$ cat config.mk
export PLATFORM = sky130hd
export DESIGN_NAME = stopwatch_core_flat
export DESIGN_NICKNAME = d
export VERILOG_FILES = /design/src/rtl/stopwatch_pkg.sv /design/src/rtl/stopwatch_if.sv /design/src/rtl/bcd_digit_cnt.sv /design/src/rtl/stopwatch_core.sv /design/src/flat_wrapper.sv
export SDC_FILE = /design/constraint.sdc
export NUM_CORES = 1
export LEC_CHECK = 0
export ABC_AREA = 1
export CORE_UTILIZATION = 30
export CTS_CLUSTER_DIAMETER = 30
export CTS_CLUSTER_SIZE = 16
export DETAILED_ROUTE_END_ITERATION = 10
export PLACE_DENSITY = 0.55
export SYNTH_ARGS = -nofsm -noshare
export SYNTH_HDL_FRONTEND = slang
export SYNTH_HIERARCHICAL = 1
export SYNTH_SLANG_ARGS = --single-unit
$ cat constraint.sdc
create_clock -name clk -period 3 [get_ports clk]
set_clock_uncertainty 0.1 [all_clocks]
set_input_delay 0.6 -clock clk [delete_from_list [all_inputs] [get_ports clk]]
set_output_delay 0.6 -clock clk [all_outputs]
set_load 0.05 [all_outputs]
$ cat src/rtl/stopwatch_pkg.sv
// Shared definitions for the mm:ss.cc stopwatch: FSM encoding, BCD digit limits,
// the packed digit bundle and the prescaler width helper.
package stopwatch_pkg;

    localparam logic [1:0] ST_IDLE  = 2'd0;
    localparam logic [1:0] ST_RUN   = 2'd1;
    localparam logic [1:0] ST_PAUSE = 2'd2;

    localparam int unsigned ONES_MAX = 9;
    localparam int unsigned TENS_MAX = 5;

    typedef struct packed {
        logic [3:0] min_t;
        logic [3:0] min_o;
        logic [3:0] sec_t;
        logic [3:0] sec_o;
        logic [3:0] cs_t;
        logic [3:0] cs_o;
    } bcd_time_t;

    function automatic int unsigned presc_width(input int unsigned div);
        return (div <= 2) ? 1 : $clog2(div);
    endfunction

endpackage

$ cat src/rtl/stopwatch_if.sv
// Control pulses and display/status outputs of the stopwatch core.
// master drives the pulses and observes the display; slave is the core.
interface stopwatch_if;

    logic       start_stop;
    logic       clear;
    logic       lap;
    logic [3:0] min_t;
    logic [3:0] min_o;
    logic [3:0] sec_t;
    logic [3:0] sec_o;
    logic [3:0] cs_t;
    logic [3:0] cs_o;
    logic       running;
    logic       lap_active;
    logic       wrap;

    modport master (
        output start_stop, clear, lap,
        input  min_t, min_o, sec_t, sec_o, cs_t, cs_o, running, lap_active, wrap
    );

    modport slave (
        input  start_stop, clear, lap,
        output min_t, min_o, sec_t, sec_o, cs_t, cs_o, running, lap_active, wrap
    );

endinterface

$ cat src/rtl/bcd_digit_cnt.sv
// One BCD digit counting 0..MAX; carry is combinational so a whole chain of
// digits settles within the single tick edge.
module bcd_digit_cnt
    import stopwatch_pkg::*;
#(
    parameter int unsigned MAX = ONES_MAX
) (
    input  logic       clk,
    input  logic       rst_n,
    input  logic       en,
    input  logic       clr,
    output logic [3:0] digit,
    output logic       carry
);

    localparam logic [3:0] DMAX = 4'(MAX);

    logic [3:0] r_digit;

    always_ff @(posedge clk) begin
        if (!rst_n || clr) begin
            r_digit <= '0;
        end else if (en) begin
            r_digit <= (r_digit == DMAX) ? 4'd0 : r_digit + 4'd1;
        end
    end

    assign digit = r_digit;
    assign carry = en && (r_digit == DMAX);

endmodule

$ cat src/rtl/stopwatch_core.sv
// mm:ss.cc stopwatch: IDLE/RUN/PAUSE control, centisecond prescaler, six chained
// BCD digits. Define STOPWATCH_LAP_HOLD_EN to build the lap snapshot/freeze feature.
module stopwatch_core
    import stopwatch_pkg::*;
#(
    parameter int unsigned CLK_HZ  = 50_000_000,
    parameter int unsigned TICK_HZ = 100
) (
    input  logic       clk,
    input  logic       rst_n,
    stopwatch_if.slave bus
);

    localparam int unsigned   DIV        = CLK_HZ / TICK_HZ;
    localparam int unsigned   PW         = presc_width(DIV);
    localparam logic [PW-1:0] PRESC_LAST = PW'(DIV - 1);

    logic [1:0]    r_state;
    logic [1:0]    w_state_nxt;
    logic [PW-1:0] r_presc;
    logic          r_wrap;
    logic          w_run;
    logic          w_tick;
    logic          w_clear_cnt;

    logic w_en_cs_o, w_en_cs_t, w_en_sec_o, w_en_sec_t, w_en_min_o, w_en_min_t;
    logic w_cy_cs_o, w_cy_cs_t, w_cy_sec_o, w_cy_sec_t, w_cy_min_o, w_cy_min_t;
    logic [3:0] w_cs_o, w_cs_t, w_sec_o, w_sec_t, w_min_o, w_min_t;

    bcd_time_t w_live;
    bcd_time_t w_disp;
    logic      w_lap_active;

    assign w_run       = (r_state == ST_RUN);
    assign w_tick      = w_run && (r_presc == PRESC_LAST);
    // clear is only honoured while stopped; in RUN it has no effect at all
    assign w_clear_cnt = bus.clear && !w_run;

    always_comb begin
        w_state_nxt = r_state;
        case (r_state)
            ST_RUN: begin
                if (bus.start_stop) w_state_nxt = ST_PAUSE;
            end
            ST_IDLE, ST_PAUSE: begin
                if (bus.clear)           w_state_nxt = ST_IDLE;
                else if (bus.start_stop) w_state_nxt = ST_RUN;
            end
            default: w_state_nxt = ST_IDLE;
        endcase
    end

    always_ff @(posedge clk) begin
        if (!rst_n) begin
            r_state <= ST_IDLE;
            r_presc <= '0;
            r_wrap  <= 1'b0;
        end else begin
            r_state <= w_state_nxt;
            r_wrap  <= w_cy_min_t;
            if (w_clear_cnt) begin
                r_presc <= '0;
            end else if (w_run) begin
                r_presc <= (r_presc == PRESC_LAST) ? '0 : r_presc + PW'(1);
            end
        end
    end

    assign w_en_cs_o  = w_tick;
    assign w_en_cs_t  = w_cy_cs_o;
    assign w_en_sec_o = w_cy_cs_t;
    assign w_en_sec_t = w_cy_sec_o;
    assign w_en_min_o = w_cy_sec_t;
    assign w_en_min_t = w_cy_min_o;

    bcd_digit_cnt #(.MAX(ONES_MAX)) u_cs_o (
        .clk(clk), .rst_n(rst_n), .en(w_en_cs_o), .clr(w_clear_cnt),
        .digit(w_cs_o), .carry(w_cy_cs_o)
    );
    bcd_digit_cnt #(.MAX(ONES_MAX)) u_cs_t (
        .clk(clk), .rst_n(rst_n), .en(w_en_cs_t), .clr(w_clear_cnt),
        .digit(w_cs_t), .carry(w_cy_cs_t)
    );
    bcd_digit_cnt #(.MAX(ONES_MAX)) u_sec_o (
        .clk(clk), .rst_n(rst_n), .en(w_en_sec_o), .clr(w_clear_cnt),
        .digit(w_sec_o), .carry(w_cy_sec_o)
    );
    bcd_digit_cnt #(.MAX(TENS_MAX)) u_sec_t (
        .clk(clk), .rst_n(rst_n), .en(w_en_sec_t), .clr(w_clear_cnt),
        .digit(w_sec_t), .carry(w_cy_sec_t)
    );
    bcd_digit_cnt #(.MAX(ONES_MAX)) u_min_o (
        .clk(clk), .rst_n(rst_n), .en(w_en_min_o), .clr(w_clear_cnt),
        .digit(w_min_o), .carry(w_cy_min_o)
    );
    bcd_digit_cnt #(.MAX(TENS_MAX)) u_min_t (
        .clk(clk), .rst_n(rst_n), .en(w_en_min_t), .clr(w_clear_cnt),
        .digit(w_min_t), .carry(w_cy_min_t)
    );

    assign w_live = '{min_t: w_min_t, min_o: w_min_o, sec_t: w_sec_t,
                      sec_o: w_sec_o, cs_t: w_cs_t, cs_o: w_cs_o};

`ifdef STOPWATCH_LAP_HOLD_EN
    bcd_time_t r_snap;
    logic      r_lap_active;

    // snapshot samples the registered digits, i.e. the value before a coincident tick
    always_ff @(posedge clk) begin
        if (!rst_n) begin
            r_lap_active <= 1'b0;
        end else if (w_clear_cnt) begin
            r_lap_active <= 1'b0;
        end else if (bus.lap) begin
            r_lap_active <= w_run;
        end
    end

    always_ff @(posedge clk) begin
        if (rst_n && !w_clear_cnt && bus.lap && w_run) begin
            r_snap <= w_live;
        end
    end

    assign w_lap_active = r_lap_active;
    assign w_disp       = r_lap_active ? r_snap : w_live;
`else
    logic w_unused_lap;

    assign w_unused_lap = bus.lap;
    assign w_lap_active = 1'b0;
    assign w_disp       = w_live;
`endif

    assign bus.min_t      = w_disp.min_t;
    assign bus.min_o      = w_disp.min_o;
    assign bus.sec_t      = w_disp.sec_t;
    assign bus.sec_o      = w_disp.sec_o;
    assign bus.cs_t       = w_disp.cs_t;
    assign bus.cs_o       = w_disp.cs_o;
    assign bus.running    = w_run;
    assign bus.lap_active = w_lap_active;
    assign bus.wrap       = r_wrap;

endmodule

$ cat src/flat_wrapper.sv
// flat-port wrapper written by rule: the top's interface ports become plain ports
module stopwatch_core_flat import stopwatch_pkg::*;
#(
    parameter int unsigned CLK_HZ  = 50_000_000,
    parameter int unsigned TICK_HZ = 100
)
  (clk, rst_n, bus_start_stop, bus_clear, bus_lap, bus_min_t, bus_min_o, bus_sec_t, bus_sec_o, bus_cs_t, bus_cs_o, bus_running, bus_lap_active, bus_wrap);
  stopwatch_if bus_i ();
  input  logic clk;
  input  logic rst_n;
  input wire logic [$bits(bus_i.start_stop)-1:0] bus_start_stop;
  input wire logic [$bits(bus_i.clear)-1:0] bus_clear;
  input wire logic [$bits(bus_i.lap)-1:0] bus_lap;
  output wire logic [$bits(bus_i.min_t)-1:0] bus_min_t;
  output wire logic [$bits(bus_i.min_o)-1:0] bus_min_o;
  output wire logic [$bits(bus_i.sec_t)-1:0] bus_sec_t;
  output wire logic [$bits(bus_i.sec_o)-1:0] bus_sec_o;
  output wire logic [$bits(bus_i.cs_t)-1:0] bus_cs_t;
  output wire logic [$bits(bus_i.cs_o)-1:0] bus_cs_o;
  output wire logic [$bits(bus_i.running)-1:0] bus_running;
  output wire logic [$bits(bus_i.lap_active)-1:0] bus_lap_active;
  output wire logic [$bits(bus_i.wrap)-1:0] bus_wrap;
  assign bus_i.start_stop = bus_start_stop;
  assign bus_i.clear = bus_clear;
  assign bus_i.lap = bus_lap;
  assign bus_min_t = bus_i.min_t;
  assign bus_min_o = bus_i.min_o;
  assign bus_sec_t = bus_i.sec_t;
  assign bus_sec_o = bus_i.sec_o;
  assign bus_cs_t = bus_i.cs_t;
  assign bus_cs_o = bus_i.cs_o;
  assign bus_running = bus_i.running;
  assign bus_lap_active = bus_i.lap_active;
  assign bus_wrap = bus_i.wrap;
  stopwatch_core #(.CLK_HZ(CLK_HZ), .TICK_HZ(TICK_HZ)) u_core (.clk(clk), .rst_n(rst_n), .bus(bus_i));
endmodule
# == Yosys cells after proc, flatten, opt, wreduce, memory -nomap -nowiden ==
# Cells that the tools add are included.
# totals
register_bits,46
latchBits,0
mem_bits_rw,0
romBits,0
inputBits,5
elab_cells,54
n_memories,0
# op_classes
addsub,7
mul,0
div,0
n_lt_le_gt_ge,0
n_eq_ne,11
shift,0
mux,11
n_bitwise,1
reduce_logical,15
# op_table
op,count
"adder 4 x 1 -> 4 bit, second input constant",6
2-to-1 mux 4 bit,6
"adder 19 x 1 -> 19 bit, second input constant",1
"equality test 19 bit, second input constant",1
2-to-1 mux 19 bit,1
"equality test 4 bit, second input constant",4
"equality test 4 x 3 -> 1 bit, second input constant",2
logical AND 1 bit,8
2-to-1 mux 2 bit,3
case mux 2 bit (2 select lines),1
OR reduction 2 bit,2
"inequality test 3 bit, second input constant",1
"equality test 2 x 1 -> 1 bit, second input constant",1
"equality test 2 bit, second input constant",1
logical NOT 1 bit,2
logical NOT 2 bit,1
"inequality test 2 bit, second input constant",1
AND reduction 2 bit,1
logical OR 1 bit,1
inverter 1 bit,1

# == Depth between registers and ports, before layout ==
# depth
ltp_word,8
mapped_depth,23
mapped_depth_nobuf,23

# == Modules after synthesis ==
# Netlist, hierarchy kept.
# by_module_without_submodules
mod,instances,cells_per_inst,area_per_inst_um2,seq_area_each_um2
stopwatch_core,1,171,1213.7,440.4
bcd_digit_cnt at u_core.u_cs_o ...,4,29,192.7,80.1
bcd_digit_cnt at u_core.u_min_t ...,2,27,192.7,80.1

# == Least setup slack after synthesis ==
# No wires, ideal clock.
# synth_path
path_kind,register to register
start,reg u_core.r_presc[0]
end,"reg u_core.u_min_t.r_digit[3], in the netlist u_core/u_min_t/digit[3]"
setup_ns,0.117
arrival_ns,3.271
slack_ns,-0.488
path_stages_with_launch,23
cell_sequence,dfxtp_1 > ha_1 > nand3_1 > nor2_1 > nand3_1 > nor2_4 > nand3_1 > nor2_1 > nand3_1 > nor2_1 > nand3_1 > nor2_1 > nand2_2 > nor2_2 > nand2_1 > inv_1 > nand3_1 > nor2_1 > nand2_2 > nor2_2 > nand3_1 > nand2_1 > nor2_1
# synth_via
elab_chain_len,7
# synth_rtl
element,line,rtl
"start, declared",stopwatch_core.sv:20,logic [PW-1:0] r_presc;
"start signal, assigned",stopwatch_core.sv:64,r_presc <= (r_presc == PRESC_LAST) ? '0 : r_presc + PW'(1);
equality test 19 bit,stopwatch_core.sv:35,assign w_tick = w_run && (r_presc == PRESC_LAST);
logical AND 1 bit,stopwatch_core.sv:35,
named net u_core.w_en_cs_o,stopwatch_core.sv:26,"logic w_en_cs_o, w_en_cs_t, w_en_sec_o, w_en_sec_t, w_en_min_o, w_en_min_t;"
logical AND 1 bit,bcd_digit_cnt.sv:29,assign carry = en && (r_digit == DMAX);
named net u_core.w_cy_cs_o,stopwatch_core.sv:27,"logic w_cy_cs_o, w_cy_cs_t, w_cy_sec_o, w_cy_sec_t, w_cy_min_o, w_cy_min_t;"
logical AND 1 bit,bcd_digit_cnt.sv:29,
named net u_core.w_cy_cs_t,stopwatch_core.sv:27,
logical AND 1 bit,bcd_digit_cnt.sv:29,
named net u_core.w_cy_sec_o,stopwatch_core.sv:27,
logical AND 1 bit,bcd_digit_cnt.sv:29,
named net u_core.w_cy_sec_t,stopwatch_core.sv:27,
logical AND 1 bit,bcd_digit_cnt.sv:29,
named net u_core.w_cy_min_o,stopwatch_core.sv:27,
"end signal, assigned",bcd_digit_cnt.sv:24,r_digit <= (r_digit == DMAX) ? 4'd0 : r_digit + 4'd1;
"end, declared",bcd_digit_cnt.sv:18,logic [3:0] r_digit;
# The timed path passes the listed nets, and every way through them passes these cells.
# A chain may end at the register's enable or synchronous reset.

# == Final worst setup path ==
# Same ends and word-level chain as after synthesis.

==> results.md <==
- Status: finished clean
- Arrival @ worst endpoint: 2.82 ns
- Origin of the worst setup path: u_core/r_presc[0]$_SDFFE_PP0P_
- Wire length per cell after detailed routing: 10.20 um
- Min setup slack post-route: 0.2718 ns
- Number of hold-slack violations in the final timing report: 0
- Clock-pin slew on the worst setup and hold paths: 0.09 ns
- Layout cells sized above 1: 19.90%
- Clock buffer count from CTS: 5
- Height of the chip: 90.88 um
- Post-synthesis instance area: 0.002370 mm^2
- Net Sw Frac: 25.61%
- Total routed wirelength: 4990 um
- Global router's overall resource usage: 12.94%
- Clock Power Share: 36.4%
- Remaining routing DRC violations: 0
- Post-CTS Hold Buffers: 0
- Setup Crit Path Kind: reg2reg
- Detailed-routing iteration count for the pre-antenna-repair pass: 4
- Root Driver: sky130_fd_sc_hd__clkbuf_8
- Capturing element type of the critical path: flip-flop
- CTS sink count: 46
- Maximum count of clock buffers along a single path: 2
- Reg2Reg Launch Point: u_core/r_presc[0]$_SDFFE_PP0P_
- Via density per instance: 4.423
- Non-filler cells in the finished layout: 489
- Power density normalized to cell area: 350.0 mW/mm^2
- Synthesis-stage register bit count: 46
- Syn avg cell area: 6.949 um^2
- Post-layout net count: 392
- Gate Count Post-Synth: 341
- Post-synth net total: 347
- Place WS: 0.02292 ns
- Die ar.: 0.008258 mm^2
- Min-Delay Startpoint: u_core/r_presc[10]$_SDFFE_PP0P_
- Post-synthesis sequential area ratio: 38.86%
- Die extent in x: 90.88 um
- Switching power of the nets: 0.0002745 W
- Wire length of the first global-routing pass: 8763 um
- Upper clock frequency limit: 366.5 MHz
- Number of top-level pins: 32
- CP Data Required Time: 3.10 ns
- Share of power burned in combinational logic: 6.4%
- Synth Warn #: 6
- Max Transition Viols Final: 0
- Cell Rows: 32
- Detailed Route Iter0 Violations: 104
- DR vias: 2163
- Grt total ovfl: 0
- Largest driver fanout on the critical path: 3
- Final worst-path cycle share: 90.94%
- Total placed cells including tap cells: 479
- Clock latency at the later pin of the worst-skew pair: 0.29 ns
- Maximum number of pins on one net before global-route repair: 16
- Area growth, synth to finish: 29.20%
- Final GP Congestion: 0.8071
- Number of port buffers: 29
- Relative slew margins: 66.65%
- Tightest Hold Check Type: reg2reg
- Placed wire-length estimate: 3730 um
- Cell leakage power: 1.092 nW
- Antenna Violating Nets Remaining: 0
- Max_cap viols: 0
- Antenna violations before repair: 0
- Core Footprint: 0.007687 mm^2
- Number of global-route vias before repair: 1998
- Number of failing setup endpoints in the final timing report: 0
- Number of antenna cells inserted: 0
- Number of H-tree levels: 2
- Final worst path period need: 2.728 ns
- TritonCTS clock tree: yes
- Starting Density: 30.83%
- Internal Power: 0.0007971 W
- Yosys cell types: 31
- Startpoint types: flip-flop
- Flop pwr share: 57.3%
- Worst vdd ir: 0.0001748 V
- Measured slew at the worst slew-check pin: 0.4986 ns
-- flip-flops by register name (all words and copies together) (netlist names) --
name and cells:
u_core/r_presc 19, u_core/bus.wrap 1, u_core/u_min_t/digit 4, u_core/u_cs_t/digit 4, u_core/u_sec_t/digit 4, u_core/r_state 2
u_core/u_cs_o/digit 4, u_core/u_sec_o/digit 4, u_core/u_min_o/digit 4
-- cell type report --
cell class                 instances  area [um^2]
clock buffer                       5        68.82
fill                             815         4626
timing repair buffer              39        365.4
clock inverter                     3        21.27
inverter                          49        191.4
multi-input combinational        245         1358
sequential                        46        929.6
tap                              102        127.6
-- power by group through the flow --
stage               combinational [W]  clock, W  sequential [W]
global route                0.0000760  0.000433        0.000614
CTS                         0.0000683  0.000409        0.000615
floorplan                   0.0000506         0        0.000629
finish                      0.0000682  0.000390        0.000614
detailed placement          0.0000680         0        0.000629
global placement            0.0000684         0        0.000629
-- cells in the mapped netlist --
cell	n	area share, %
sky130_fd_sc_hd__a211oi_1	4	1.3
sky130_fd_sc_hd__a21oi_1	12	2.5
sky130_fd_sc_hd__and3_2	4	1.3
sky130_fd_sc_hd__buf_4	1	0.32
sky130_fd_sc_hd__conb_1	1	0.16
sky130_fd_sc_hd__dfxtp_1	46	39
sky130_fd_sc_hd__ha_1	1	0.53
sky130_fd_sc_hd__inv_1	42	6.7
sky130_fd_sc_hd__inv_2	5	0.79
sky130_fd_sc_hd__inv_4	2	0.53
sky130_fd_sc_hd__mux2i_1	1	0.42
sky130_fd_sc_hd__nand2_1	68	11
sky130_fd_sc_hd__nand2_2	7	1.8
sky130_fd_sc_hd__nand2_4	1	0.48
sky130_fd_sc_hd__nand3_1	32	6.8
sky130_fd_sc_hd__nand3_2	3	1.3
sky130_fd_sc_hd__nand3b_1	2	0.63
sky130_fd_sc_hd__nand4_1	7	1.8
sky130_fd_sc_hd__nand4_2	1	0.53
sky130_fd_sc_hd__nor2_1	56	8.9
sky130_fd_sc_hd__nor2_2	12	3.2
sky130_fd_sc_hd__nor2_4	6	2.9
sky130_fd_sc_hd__nor2_8	1	0.84
sky130_fd_sc_hd__nor3_1	2	0.42
sky130_fd_sc_hd__nor4_1	1	0.26
sky130_fd_sc_hd__o21ai_0	2	0.42
sky130_fd_sc_hd__o21ai_1	12	2.5
sky130_fd_sc_hd__o21ai_2	1	0.37
sky130_fd_sc_hd__o21bai_1	1	0.32
sky130_fd_sc_hd__or2_0	1	0.26
sky130_fd_sc_hd__xor2_1	6	2.2
-- what timing repair did --
item	4_1_cts	5_1_grt
gates resized for setup	0	7
setup buffers	0	2
setup endpoints to repair	0	5
-- logic make-up (layout without fill, tap and decap cells) --
kind of cell	Yosys count	count (layout)	share of synthesized area, %
mux	1	1	0.4224
buf+inv	50	96	8.289
fa+ha+maj	1	1	0.5279
flops	46	46	38.86
xor+xnor	6	6	2.218
simple gates	204	204	42.08
compound gates	32	32	7.445
other cells	1	1	0.1582
-- per-stage QoR --
step | power, W | hold slack (ns) | instance area [um^2] | TNS (ns) | utilization, %
finish | 0.001072 | 0.4065 | 3062 | 0 | 39.83
global route | 0.001123 | 0.4340 | 3062 | -0.01704 | 39.83
global placement | 0.0006978 | 0.3924 | 2925 | 0 | 38.05
floorplan | 0.0006798 | 0.3688 | 2455 | -0.1865 | -
detailed placement | 0.0006975 | 0.3970 | 2925 | 0 | 38.05
CTS | 0.001092 | 0.4116 | 3015 | 0 | 39.23
-- critical path, cell delays in order (launching register included) --
cell,delay [ns]
sky130_fd_sc_hd__dfxtp_4,0.38
sky130_fd_sc_hd__ha_4,0.14
sky130_fd_sc_hd__nand3_2,0.09
sky130_fd_sc_hd__nor2_2,0.10
sky130_fd_sc_hd__nand3_2,0.10
sky130_fd_sc_hd__nor2_4,0.14
sky130_fd_sc_hd__nand3_4,0.10
sky130_fd_sc_hd__nor2_4,0.12
sky130_fd_sc_hd__nand3_4,0.09
sky130_fd_sc_hd__nor2_4,0.13
sky130_fd_sc_hd__nand3_4,0.09
sky130_fd_sc_hd__nor2_4,0.11
sky130_fd_sc_hd__nand2_2,0.08
sky130_fd_sc_hd__nor2_2,0.12
sky130_fd_sc_hd__nand2_1,0.08
sky130_fd_sc_hd__inv_2,0.08
sky130_fd_sc_hd__nand3_4,0.09
sky130_fd_sc_hd__nor2_4,0.12
sky130_fd_sc_hd__nand2_2,0.08
sky130_fd_sc_hd__nor2_2,0.12
sky130_fd_sc_hd__nand3_1,0.07
sky130_fd_sc_hd__nand2_1,0.07
sky130_fd_sc_hd__nor2_1,0.03
-- final timing paths --
check	end	slack [ns]	depth (start not counted)
max	u_core/u_min_t/digit[3]$_SDFFE_PP0P_	0.27	22
min	u_core/r_presc[10]$_SDFFE_PP0P_	0.41	2
max reg2reg	u_core/u_min_t/digit[3]$_SDFFE_PP0P_	0.27	22
min reg2reg	u_core/r_presc[10]$_SDFFE_PP0P_	0.41	2
-- layer usage --
layer	wire, um	global-route usage, %	up-vias
li1	-	-	1169
met1	2543	16.72	963
met2	2259	21.34	29
met3	132	2.020	2
met4	55	5.423	0
met5	0	0	-
-- layout by cell type, fill, tap and decap left out --
cell                              count
sky130_fd_sc_hd__nand3_1             26
sky130_fd_sc_hd__nor2_8               1
sky130_fd_sc_hd__clkdlybuf4s50_1     29
sky130_fd_sc_hd__clkinvlp_4           1
sky130_fd_sc_hd__and3_2               4
sky130_fd_sc_hd__o21ai_2              1
sky130_fd_sc_hd__mux2i_1              1
sky130_fd_sc_hd__clkbuf_8             5
sky130_fd_sc_hd__dfxtp_1             43
sky130_fd_sc_hd__o21ai_0              2
sky130_fd_sc_hd__xor2_1               6
sky130_fd_sc_hd__nor2_1              51
sky130_fd_sc_hd__clkinv_2             1
sky130_fd_sc_hd__a211oi_1             4
sky130_fd_sc_hd__nor2_2              13
sky130_fd_sc_hd__ha_4                 1
sky130_fd_sc_hd__nand2_4              1
sky130_fd_sc_hd__or2_0                1
sky130_fd_sc_hd__nor4_1               1
sky130_fd_sc_hd__nand2_1             68
sky130_fd_sc_hd__nor3_1               2
sky130_fd_sc_hd__nand3_4              4
sky130_fd_sc_hd__conb_1               1
sky130_fd_sc_hd__o21ai_1             12
sky130_fd_sc_hd__inv_4                1
sky130_fd_sc_hd__a21oi_1             12
sky130_fd_sc_hd__dfxtp_4              2
sky130_fd_sc_hd__nand3b_1             2
sky130_fd_sc_hd__nor2_4              10
sky130_fd_sc_hd__nand4_1              7
sky130_fd_sc_hd__clkinv_4             1
sky130_fd_sc_hd__nand2_2              7
sky130_fd_sc_hd__inv_6                1
sky130_fd_sc_hd__o21bai_1             1
sky130_fd_sc_hd__inv_1               41
sky130_fd_sc_hd__dfxtp_2              1
sky130_fd_sc_hd__nand3_2              5
sky130_fd_sc_hd__inv_2                6
sky130_fd_sc_hd__buf_4               10
sky130_fd_sc_hd__nand4_2              1
(Power assumes the default switching activity.)
